==> src/rtl/fetch_queue.sv <==
// fetch_queue: instruction FIFO between instruction memory and decode.
// Holds DEPTH {inst, addr, irq} entries and presents the head combinationally
// (first-word-fall-through). When the queue is empty the head shows a NOP.
// Hold stalls only the pop side, and flush empties the queue on the next edge.
//
// Handshake (both sides): a transfer happens on a rising edge where valid and
// ready are both high. Valid never depends on ready. inst_ready_o depends only
// on the registered count. inst_valid_o depends only on the registered count
// and on hold_flag_i. flush_i cancels any transfer in the same cycle.
module fetch_queue #(
    parameter int              DEPTH      = 4,
    parameter int              INST_W     = 32,
    parameter int              ADDR_W     = 32,
    parameter int              IRQ_W      = 8,
    parameter logic [2:0]      HOLD_LEVEL = 3'b010,
    parameter logic [INST_W-1:0] NOP      = 32'h00000013
) (
    input  logic                       clk,
    input  logic                       rst,
    input  logic [INST_W-1:0]          inst_i,
    input  logic [ADDR_W-1:0]          inst_addr_i,
    input  logic [IRQ_W-1:0]           interrupt_flag_i,
    input  logic                       inst_valid_i,
    output logic                       inst_ready_o,
    input  logic [2:0]                 hold_flag_i,
    input  logic                       flush_i,
    output logic [INST_W-1:0]          inst_o,
    output logic [ADDR_W-1:0]          inst_addr_o,
    output logic [IRQ_W-1:0]           interrupt_flag_o,
    output logic                       inst_valid_o,
    input  logic                       inst_ready_i,
    output logic [$clog2(DEPTH+1)-1:0] count_o
);

    localparam int PW = $clog2(DEPTH);
    localparam int CW = $clog2(DEPTH + 1);

    // Entry storage; the three fields share one index so they always stay together
    logic [INST_W-1:0] inst_mem [DEPTH];
    logic [ADDR_W-1:0] addr_mem [DEPTH];
    logic [IRQ_W-1:0]  irq_mem  [DEPTH];

    logic [PW-1:0] rd_ptr;
    logic [PW-1:0] wr_ptr;
    logic [CW-1:0] count;

    logic empty;
    logic hold;
    logic push;
    logic pop;

    // Handshake qualifiers; flush cancels both sides
    always_comb begin
        empty        = (count == '0);
        hold         = (hold_flag_i >= HOLD_LEVEL);
        inst_ready_o = (count != CW'(DEPTH));
        inst_valid_o = ~empty & ~hold;
        push         = inst_valid_i & inst_ready_o & ~flush_i;
        pop          = inst_valid_o & inst_ready_i & ~flush_i;
    end

    // Head presentation: the stored head when non-empty, otherwise NOP/0/0
    always_comb begin
        inst_o           = NOP;
        inst_addr_o      = '0;
        interrupt_flag_o = '0;
        if (!empty) begin
            inst_o           = inst_mem[rd_ptr];
            inst_addr_o      = addr_mem[rd_ptr];
            interrupt_flag_o = irq_mem[rd_ptr];
        end
    end

    assign count_o = count;

    // Pointer and occupancy state; flush returns everything to the reset state
    always_ff @(posedge clk or posedge rst) begin
        if (rst) begin
            rd_ptr <= '0;
            wr_ptr <= '0;
            count  <= '0;
        end else if (flush_i) begin
            rd_ptr <= '0;
            wr_ptr <= '0;
            count  <= '0;
        end else begin
            if (push) begin
                wr_ptr <= wr_ptr + PW'(1);
            end
            if (pop) begin
                rd_ptr <= rd_ptr + PW'(1);
            end
            if (push && !pop) begin
                count <= count + CW'(1);
            end else if (pop && !push) begin
                count <= count - CW'(1);
            end
        end
    end

    // Storage write; contents need no reset because count gates visibility
    always_ff @(posedge clk) begin
        if (push) begin
            inst_mem[wr_ptr] <= inst_i;
            addr_mem[wr_ptr] <= inst_addr_i;
            irq_mem[wr_ptr]  <= interrupt_flag_i;
        end
    end

endmodule

==> config.mk <==
export PLATFORM = sky130hd
export DESIGN_NAME = fetch_queue
export DESIGN_NICKNAME = d
export VERILOG_FILES = /design/src/rtl/fetch_queue.sv
export SDC_FILE = /design/constraint.sdc
export NUM_CORES = 1
export LEC_CHECK = 0
export ABC_CLOCK_PERIOD_IN_PS = 7100
export CAP_MARGIN = 30
export CORE_ASPECT_RATIO = 0.7
export CORE_MARGIN = 2
export CORE_UTILIZATION = 38
export CTS_CLUSTER_SIZE = 40
export DETAILED_ROUTE_END_ITERATION = 12
export PLACE_DENSITY = 0.62
export SETUP_SLACK_MARGIN = 0.1
export SYNTH_ARGS = -nofsm -noshare
export SYNTH_HDL_FRONTEND = slang
export SYNTH_SLANG_ARGS = --single-unit
export TNS_END_PERCENT = 20
==> constraint.sdc <==
create_clock -name clk -period 7.1 [get_ports clk]
set_input_delay 1.42 -clock clk [delete_from_list [all_inputs] [get_ports clk]]
set_output_delay 1.42 -clock clk [all_outputs]
set_load 0.01 [all_outputs]
Word-level counts from Yosys, hierarchy flattened
Memories as Yosys holds them, arrays and structs flattened.
Cells that the tools add are included.
Storage, ports and cells
  memory bits (writable): 288
  bits in registers: 7
  memories: 3
  output and inout port bits: 77
  bits of input ports: 80
  logic and storage cells: 40
Memories
  addr_mem: words 4, width 32, read ports 1, clocked after memory_dff 0, write ports 1, line 40  | logic [ADDR_W-1:0] addr_mem [DEPTH];
  inst_mem: words 4, width 32, read ports 1, clocked after memory_dff 0, write ports 1, line 39  | logic [INST_W-1:0] inst_mem [DEPTH];
  irq_mem: words 4, width 8, read ports 1, clocked after memory_dff 0, write ports 1, line 41  | logic [IRQ_W-1:0] irq_mem [DEPTH];
Cells by class
  magnitude comparators: 1
  multiplexer cells: 12
  add/sub/neg operators: 4
  reductions and logical operators: 8
  equality and inequality tests: 1
  bitwise gates (word level): 8
Operators by type and width (count)
  $mux 32: 2
  $mux 3: 3
  $mux 2: 4
  $mux 8: 1
  $and 1x1->1: 5
  $add 2x1->2 const B: 2
  $reduce_bool 2->1: 2
  $add 3x1->3 const B: 1
  $ge 3x2->1 const B: 1
  $logic_not 3->1: 1
  $ne 3x3->1 const B: 1
  $not 1->1: 3
  $reduce_bool 3->1: 1
  $sub 3x1->3 const B: 1
  $logic_and 1x1->1: 2
  $logic_not 1->1: 2
  $mux 1: 2

Logic depth before layout (Yosys ltp)
Gate-level depths: netlist (run 1).
  word-level depth: 9
  depth in mapped cells: 8
  gate-level depth less buffers: 8

Worst setup path before layout (run 1)
No wires, ideal clock.
  path type: input-to-reg
  from: input flush_i
  to: memory addr_mem[0][0], enable pin
  required time: 6.662 ns
  path slack: 3.150 ns
  cell stages on the path: 3
  path buffers: 1
  library setup time: 0.438 ns
  arrival: 3.512 ns
  cell sequence: clkbuf_1 > nor2_1 > and2_1
On the way
  longest elaborated chain between the ends: 4
RTL lines
  start: declaration: line 26  | input logic flush_i,
  $not 1->1: line 58  | push = inst_valid_i & inst_ready_o & ~flush_i;
  $and 1x1->1: line 58
  $mux 1: line 103  | if (push) begin
  $mux 1 (implied by the code): line 105  | addr_mem[wr_ptr] <= inst_addr_i;
  end: declaration: line 40
Every way passes these cells.

Final worst setup path (run 1)
  from: register rd_ptr[0]
  to: output inst_addr_o[14]
On the way
  longest elaborated chain between the ends: 2
RTL lines
  start: declaration: line 43  | logic [PW-1:0] rd_ptr;
  start signal: assignment: line 91  | rd_ptr <= rd_ptr + PW'(1);
  $mem_v2 4x32
  $mux 32: line 67  | if (!empty) begin
  end: declaration: line 28  | output logic [ADDR_W-1:0] inst_addr_o,
Every way passes these cells.

==> metrics.md, run 1 <==
| Metric | Value |
|---|---|
| Yosys warnings | `0` |
| Clock root buffer | `clkbuf_16` |
| Initial antenna violation count | `2` |
| Final Non-Filler Cells | `1077` |
| CP Capture Type | `output port` |
| Vias per cell | `between 5 and 6` |
| Total setup buffers inserted after CTS | `0` |
| Layout Nets | `765` |
| CTS H-tree depth | `1` |
| Final setup margin | `roughly 2500 ps` |
| NetSw | `1020 uW` |
| Reg power frac | `0.474` |
| Worst slack, placed | `2990 ps` |
| Cell area power density | `301 nW/um^2` |
| Worst-Margin Slew | `777 ps` |
| Internal power | `3270 uW` |
| Critical path launch point | `rd_ptr[0]$_DFFE_PP0P_` |
| Leakage power | `0.00447 uW` |
| Flip-flop and latch area | `around 9000 um^2` |
| Worst skew pair latency | `550 ps` |
| Worst Skew | `19.8 ps` |
| CTS tree | `yes` |
| Cts bufs inserted | `29` |
| DP HPWL | `13.4 mm` |
| CP Class | `flop to output port` |
| Vias in the first global route | `between 5000 and 6000` |
| Clock power share | `0.336` |
| Sequential area share after synthesis | `0.777` |
| Final hold vios | `0` |
| Area Overhead vs Synth | `25.5%` |
| Largest net degree at the start of global routing | `43` |
| Synthesis-stage register bit count | `295` |
| Dpl cells | `1027` |
| # hold bufs at CTS | `0` |
| Post-route ant nets | `0` |
| Worst vdd ir | `0.000208 V` |
| Crit path DAT | `3150 ps` |
| Mean post-synth cell area | `22.2 um^2` |
| Pwr Total | `4280 uW` |
| Syn Inst Count | `a little over 500` |
| Fmax | `219 MHz` |
| Worst Reg-to-Reg Cells | `8` |
| Status | `complete, no violations` |
| DRT Pass-1 Iters | `4` |
| Initial DRC Count | `294` |
| # port buffers | `155` |
| Hold WC Path Type | `flop to flop` |
| RD Place Congestion | `0.687` |
| Crit path capture | `inst_addr_o[14]` |
| Max_slew headroom | `0.482` |
| Switching share of power | `0.237` |
| Setup TNS | `0 ps` |
| Ports | `157` |
| CP max FO | `28` |
| Die Width | `211 um` |
| Minimum clock period | `4570 ps` |
| WP buf/inv | `2` |
| Max cap viols | `0` |
| Startpoint Class | `flop` |
| Reg2Reg Setup Slack | `around 3900 ps` |
| Syn Nets | `596` |
| Die height | `roughly 150 um` |
| Die area | `31300 um^2` |
| # fillers | `2376` |
| Layout cell share with drive strength beyond 1 | `0.186` |
| First-pass GRT wire length | `34.6 mm` |
| Area taken by multi-input logic gates | `2400 um^2` |
| Cts repair resizes | `0` |
| Ant. Diodes | `0` |
| Worst-path clk slew | `60 ps` |
| Final Setup Violations | `0` |
| Drt wl/cell | `roughly 21 um` |
| Most common cell after layout, fill and taps aside | `edfxtp_1` |
| RSZ-0062 raised after global routing | `no` |
| Logic pwr share | `0.190` |
| Most frequent cells in the layout | `edfxtp_1, clkdlybuf4s50_1, mux4_2` |
| Worst path depth | `4` |
| Slew Viols, Final | `0` |
| Row cnt | `52` |
| Initial Util | `0.389` |
| Max incr delay on CP | `730 ps` |
| Core area | `29100 um^2` |
| DRC Markers | `0` |
| Worst path top cell family by delay | `buffers and inverters` |
| Total gr overflow | `0` |
| CTS Buffer Depth | `3` |
| Slowest CP cell | `dfrtp_4` |
| Worst r2r dst | `count_o[2]$_DFFE_PP0P_` |
| CTS sink cnt | `295` |
| Crit share post-route | `0.644` |
| Worst-path cell chain | `buf_4 -> mux4_2 -> and2_1 -> clkdlybuf4s50_1` |
| Netlist cell types | `29` |
| Area of the mapped netlist | `11300 um^2` |
| Critical Path RT | `roughly 5700 ps` |
| Reg2reg start | `count_o[0]$_DFFE_PP0P_` |
| DRT Wirelength | `22.4 mm` |
| Vias | `5421` |
| Global Route Usage Sum | `0.146` |
-- through the flow --
step / instance area (um^2) / hold WS (ps) / util
2_1_floorplan: 11300 / 543 / -
3_3_place_gp: 13300 / 574 / 0.457
3_5_place_dp: 13400 / 600 / 0.458
4_1_cts: 14200 / 609 / 0.489
5_1_grt: 14200 / 634 / 0.489
6_report: 14200 / 599 / 0.489
-- power groups by stage --
stage / registers, uW / clock network, uW / logic, uW
after floorplan: 2060 / 0 / 384
after global placement: 2060 / 0 / 815
after detailed placement: 2070 / 0 / 824
after CTS: 2030 / 1480 / 832
after global routing: 2040 / 1550 / 881
final: 2030 / 1440 / 813
-- cell type report --
cell class / instances / share of cell area
multi-input combinational: 186 / 0.169
clock inverter: 10 / 0.00756
inverter: 5 / 0.00132
sequential: 295 / 0.620
clock buffer: 40 / 0.0546
tap: 378 / 0.0332
timing repair buffer: 163 / 0.115
-- registers in the layout, indices dropped and copies added, names as in the netlist --
signal	count
addr_mem	128
count_o	3
inst_mem	128
irq_mem	32
rd_ptr	2
wr_ptr	2
-- metal layers --
metal	up-vias	GRT usage	routed length (um)	part of all wire
li1	2401	-	-	-
met2	183	0.232	10500	0.47
met5	-	0	29	0.0013
met1	2806	0.200	9690	0.43
met4	4	0.0261	258	0.012
met3	27	0.0492	1880	0.084
-- cells in the mapped netlist --
library cell,n,share of area
xor2_1,2,0.0015
nor3_1,2,0.00088
mux4_1,1,0.0023
buf_6,1,0.00099
nand3_4,1,0.0015
and2_1,75,0.041
buf_1,6,0.0020
o21ai_0,1,0.00044
nand4_1,1,0.00055
nor2_1,11,0.0036
buf_2,9,0.0040
fa_1,1,0.0018
inv_1,5,0.0017
nand2_2,1,0.00055
dfrtp_1,7,0.015
a21oi_1,1,0.00044
or2_2,3,0.0017
xnor2_1,2,0.0015
clkbuf_1,8,0.0026
buf_4,1,0.00066
nand3_1,1,0.00044
mux2_1,2,0.0020
or3_1,1,0.00055
nand2b_1,2,0.0011
or3b_1,1,0.00077
nand2_1,1,0.00033
mux4_2,72,0.14
ha_1,4,0.0044
edfxtp_1,288,0.76
-- worst min-delay path, cell delays in order (launching register included) --
cell and delay [ps]:
dfrtp_1 410, nand2_1 80, a21oi_1 70
-- logic make-up after synthesis --
kind of cell	after synthesis	share of synthesized area
flip-flops	295	0.777
AND/OR/NAND/NOR	100	0.0534
multiplexers	75	0.147
buffers and inverters	30	0.0119
adder cells (fa/ha/maj)	5	0.00617
XOR/XNOR	4	0.00309
AO/OA/AOI/OAI	2	0.000881
-- how the worst min path moves through the flow --
stage                               start                     to  slack, ps  cells after the start
detailed placement  wr_ptr[1]$_DFFE_PP0P_  wr_ptr[1]$_DFFE_PP0P_        600                      2
global placement    wr_ptr[1]$_DFFE_PP0P_  wr_ptr[1]$_DFFE_PP0P_        570                      2
global route        wr_ptr[1]$_DFFE_PP0P_  wr_ptr[1]$_DFFE_PP0P_        630                      2
finish              wr_ptr[1]$_DFFE_PP0P_  wr_ptr[1]$_DFFE_PP0P_        600                      2
CTS                 wr_ptr[1]$_DFFE_PP0P_  wr_ptr[1]$_DFFE_PP0P_        610                      2
floorplan           wr_ptr[1]$_DFFE_PP0P_  wr_ptr[1]$_DFFE_PP0P_        540                      2
Power figures use the tool's default switching activity.
==> run 2: changes to the inputs <==
Settings changed: ABC_CLOCK_PERIOD_IN_PS 7100 to 4350.
Clock period 7.1 ns to 4.35 ns, I/O delays scaled along.
==> run 2 against run 1 <==
Compared with the run above:
- largest power group unchanged
- combinational power rose by 64%
- critical path depth did not move
- clock skew fell by 4.1 ps
- sequential share of layout area barely moved
- final cell count barely moved
- total power rose by 60%
- wire length fell by 0.63%
- sequential power rose by 63%
==> metrics.md, run 2 (same netlist as run 1, synthesis figures left out) <==
| Metric | Value |
|---|---|
| WP buf/inv | `2` |
| Max_slew headroom | `0.453` |
| CTS Buffer Depth | `3` |
| Layout Nets | `765` |
| DRC Markers | `0` |
| Row cnt | `between 50 and 60` |
| Cts bufs inserted | `29` |
| Worst Skew | `15.7 ps` |
| Slew Viols, Final | `0` |
| Status | `complete, no violations` |
| Crit share post-route | `0.879` |
| Worst Reg-to-Reg Cells | `7` |
| Clock root buffer | `clkbuf_16` |
| Vias | `5424` |
| Worst path top cell family by delay | `simple AND/OR/NAND/NOR gates` |
| Largest net degree at the start of global routing | `44` |
| Area Overhead vs Synth | `25.5%` |
| Die height | `149 um` |
| Global Route Usage Sum | `0.145` |
| Reg2Reg Setup Slack | `around 1600 ps` |
| RD Place Congestion | `0.753` |
| DRT Wirelength | `22.3 mm` |
| DRT Pass-1 Iters | `6` |
| Worst r2r dst | `count_o[2]$_DFFE_PP0P_` |
| Total setup buffers inserted after CTS | `0` |
| Largest regs | `addr_mem x128, inst_mem x128, irq_mem x32` |
| Max cap viols | `0` |
| RSZ-0062 raised after global routing | `no` |
| Leakage power | `0.00446 uW` |
| Fin area | `14200 um^2` |
| Worst-path clk slew | `about 60 ps` |
| Vias in the first global route | `6018` |
| Worst-Margin Slew | `814 ps` |
| Most common cell after layout, fill and taps aside | `edfxtp_1` |
| Worst-path cell chain | `or3_2 -> buf_4 -> and2_1 -> clkdlybuf4s50_1` |
| Minimum clock period | `3820 ps` |
| Ant. Diodes | `0` |
| Initial DRC Count | `slightly above 300` |
| Ports | `157` |
| Initial Util | `0.389` |
| Crit path DAT | `2950 ps` |
| Die Width | `about 210 um` |
| Final hold vios | `0` |
| Setup TNS | `0 ps` |
| Worst skew pair latency | `550 ps` |
| Slowest CP cell | `or3_2` |
| Reg2reg start | `count_o[0]$_DFFE_PP0P_` |
| CTS H-tree depth | `1` |
| DP Area | `13400 um^2` |
| Startpoint Class | `flop` |
| Layout cell share with drive strength beyond 1 | `0.181` |
| # fillers | `2383` |
| # hold bufs at CTS | `0` |
| Hold WC Path Type | `input port to asynchronous set/reset pin` |
| Critical Path RT | `3480 ps` |
| First-pass GRT wire length | `34.7 mm` |
| Fmax | `approximately 260 MHz` |
| # port buffers | `155` |
| Cts repair resizes | `0` |
| Drt wl/cell | `20.6 um` |
| Initial antenna violation count | `3` |
| Post-route ant nets | `0` |
| CP max FO | `39` |
| CP Class | `flop to output port` |
| Most frequent cells in the layout | `edfxtp_1, clkdlybuf4s50_1, mux4_2` |
| Worst vdd ir | `0.000356 V` |
| Die area | `~31000 um^2` |
| Max incr delay on CP | `~850 ps` |
| Total gr overflow | `0` |
| Final Setup Violations | `0` |
| CTS sink cnt | `around 300` |
| DP HPWL | `between 10 and 15 mm` |
| Core area | `29100 um^2` |
| CP Capture Type | `output port` |
| CTS tree | `yes` |
| Cell area power density | `481 nW/um^2` |
| Vias per cell | `5.03` |
[run 2: how the worst max path moves through the flow]
stage / startpoint / end / depth (start not counted) / slack [ps]
4_1_cts: count_o[0]$_DFFE_PP0P_ / inst_addr_o[8] / 4 / 470
2_1_floorplan: flush_i / addr_mem[0][0]$_DFFE_PP_ / 3 / 950
6_report: count_o[0]$_DFFE_PP0P_ / inst_addr_o[8] / 4 / 530
3_5_place_dp: count_o[0]$_DFFE_PP0P_ / inst_addr_o[8] / 4 / 1070
3_3_place_gp: count_o[0]$_DFFE_PP0P_ / inst_addr_o[8] / 4 / 1060
5_1_grt: count_o[0]$_DFFE_PP0P_ / inst_addr_o[8] / 4 / 360
[run 2: report_power, final]
part,internal [uW],leakage (uW),switching [uW]
sequential,3260,0.00270,43.1
combinational,722,0.00135,610
clock,1220,0.000404,1000
[run 2: area by class of cell]
type | instances | area, um^2 | area share
clock buffer | 37 | 756 | 0.0530
clock inverter | 14 | 67.6 | 0.00474
inverter | 5 | 18.8 | 0.00132
multi-input combinational | 186 | 2400 | 0.169
sequential | 295 | 8830 | 0.620
tap | 378 | 473 | 0.0332
timing repair buffer | 163 | 1700 | 0.119
[run 2: routing by layer]
metal / global-route usage / part of all wire
met3: 0.0450 / 0.076
met4: 0.0320 / 0.019
met1: 0.203 / 0.45
met5: 0 / 0.00054
met2: 0.226 / 0.46
[run 2: through the flow]
stage	utilization	hold slack (ps)	total power (uW)	setup WS [ps]	cells
finish	0.489	585	6860	526	1078
CTS	0.489	572	6960	474	1078
detailed placement	0.461	595	4720	1070	1027
global route	0.489	575	7180	360	1078
global placement	0.461	571	4700	1060	1027
floorplan	-	543	3990	950	511
==> run 3: changes to the inputs <==
Settings changed: REMOVE_ABC_BUFFERS from default to 1.
==> run 3 against run 2 <==
Compared with the run above:
- critical path depth unchanged
- final cell count increased by 0.19%
- die area unchanged
- count of clock-buffer cells in the layout increased by 2
- critical path type unchanged
- critical endpoint is now inst_addr_o[9]
==> metrics.md, run 3 (same netlist as run 1, synthesis figures left out) <==
| Metric | Value |
|---|---|
| Final setup margin | `487 ps` |
| Cts bufs inserted | `29` |
| Area Overhead vs Synth | `25.5%` |
| Max cap viols | `0` |
| DRT Pass-1 Iters | `4` |
| Ports | `157` |
| Core area | `29100 um^2` |
| Clock root buffer | `clkbuf_16` |
| CTS Buffer Depth | `3` |
| Initial DRC Count | `283` |
| Critical Path RT | `3480 ps` |
| Critical path launch point | `count_o[0]$_DFFE_PP0P_` |
| Final hold vios | `0` |
| Drt wl/cell | `approximately 21 um` |
| Pwr Total | `6860 uW` |
| CP max FO | `38` |
| Final Setup Violations | `0` |
| Vias in the first global route | `6115` |
| DP HPWL | `13.3 mm` |
| Die height | `about 150 um` |
| Reg2Reg Setup Slack | `between 1500 and 2000 ps` |
| CTS tree | `yes` |
| Initial Util | `0.389` |
| Startpoint Class | `flop` |
| Worst path top cell family by delay | `simple AND/OR/NAND/NOR gates` |
| Max_slew headroom | `0.492` |
| Worst skew pair latency | `between 500 and 600 ps` |
| Met3 Use GR | `0.0418` |
| # port buffers | `around 160` |
| Total gr overflow | `0` |
| RD Place Congestion | `between 0.7 and 0.8` |
| WP buf/inv | `2` |
| Cts repair resizes | `0` |
| Status | `complete, no violations` |
| Worst hold slack | `around 570 ps` |
| Ant. Diodes | `0` |
| Worst-path clk slew | `60 ps` |
| Minimum clock period | `3860 ps` |
| Die area | `31300 um^2` |
| Slowest CP cell | `or3_2` |
| GR peak layer | `met2` |
| Initial antenna violation count | `0` |
| Vias per cell | `5.06` |
| Worst slack, placed | `961 ps` |
| Hold WC Path Type | `input port to asynchronous set/reset pin` |
| Row cnt | `52` |
| Crit share post-route | `0.888` |
| Most frequent cells in the layout | `edfxtp_1, clkdlybuf4s50_1, mux4_2` |
| Fmax | `259 MHz` |
| Max incr delay on CP | `between 800 and 900 ps` |
| Most common cell after layout, fill and taps aside | `edfxtp_1` |
| Vias | `about 5500` |
| Worst-Margin Slew | `762 ps` |
| CTS sink cnt | `295` |
| Layout Nets | `766` |
| Worst vdd ir | `0.000263 V` |
| CP Class | `flop to output port` |
| Leakage power | `0.00446 uW` |
| RSZ-0062 raised after global routing | `no` |
| Layout cell share with drive strength beyond 1 | `0.181` |
| Die Width | `211 um` |
| CTS H-tree depth | `1` |
| Cell area power density | `~480 nW/um^2` |
| First-pass GRT wire length | `35.4 mm` |
| Post-route ant nets | `0` |
| Worst Skew | `19.1 ps` |
| DRT Wirelength | `23.0 mm` |
| Worst-path cell chain | `or3_2 -> buf_4 -> and2_1 -> clkdlybuf4s50_1` |
| Met2 usage | `0.244` |
| Global Route Usage Sum | `0.149` |
| Slew Viols, Final | `0` |
| Total setup buffers inserted after CTS | `0` |
| Crit path DAT | `2990 ps` |
| Largest net degree at the start of global routing | `40` |
| Reg2reg start | `count_o[0]$_DFFE_PP0P_` |
| # hold bufs at CTS | `0` |
| CP Capture Type | `output port` |
| DRC Markers | `0` |
| Met1 Usage GRT | `0.200` |
| Largest regs | `addr_mem x128, inst_mem x128, irq_mem x32` |
-- run 3: cell count changes in the layout (fill, tap and decap cells not counted) --
cell,change
clkbuf_1,+2
buf_4,+2
inv_6,-2
clkinvlp_4,+1
buf_12,-1
-- run 3: layout make-up --
cell class / instances / area, um^2
flip-flops and latches: 295 / 8830
multi-input cells: 186 / 2400
inverters: 5 / 18.8
repair buffers: 164 / 1690
clock inverters: 13 / 57.6
clock buffers: 39 / 763
well taps: 378 / 473
fillers: 2395 / 14900
-- run 3: path summary, 6_finish.rpt --
check | to | cells after the start
hold reg to reg | wr_ptr[1]$_DFFE_PP0P_ | 2
setup / recovery | inst_addr_o[9] | 4
hold / removal | count_o[0]$_DFFE_PP0P_ | 2
setup reg to reg | count_o[2]$_DFFE_PP0P_ | 7
max in group asynchronous | rd_ptr[1]$_DFFE_PP0P_ | 2
min in group clk | wr_ptr[1]$_DFFE_PP0P_ | 2
-- run 3: through the flow --
stage                     cells  TNS (ps)   util  instance area, um^2
final                      1080         0  0.489                14200
after global routing       1080         0  0.489                14200
after CTS                  1080         0  0.489                14200
after detailed placement   1028         0  0.460                13400
after global placement     1028         0  0.460                13400
after floorplan             486    -18770      -                11200
-- run 3: power breakdown --
part | internal, uW | switching, uW
registers | 3260 | 46.4
logic | 721 | 621
clock network | 1220 | 987
-- run 3: metal layers --
layer / up-vias / part of all wire / routed length (um)
li1: 2399 / - / -
met1: 2865 / 0.43 / 9930
met2: 162 / 0.48 / 11100
met3: 37 / 0.065 / 1490
met4: 0 / 0.020 / 456
met5: - / 0 / 0
-- run 3: worst register-to-register path, delay by kind of cell, from the launching register on --
family	cells	cell delay [ps]
and+or+nand+nor	5	1360
DFF	1	460
adders and majority gates	1	420
muxes	1	510
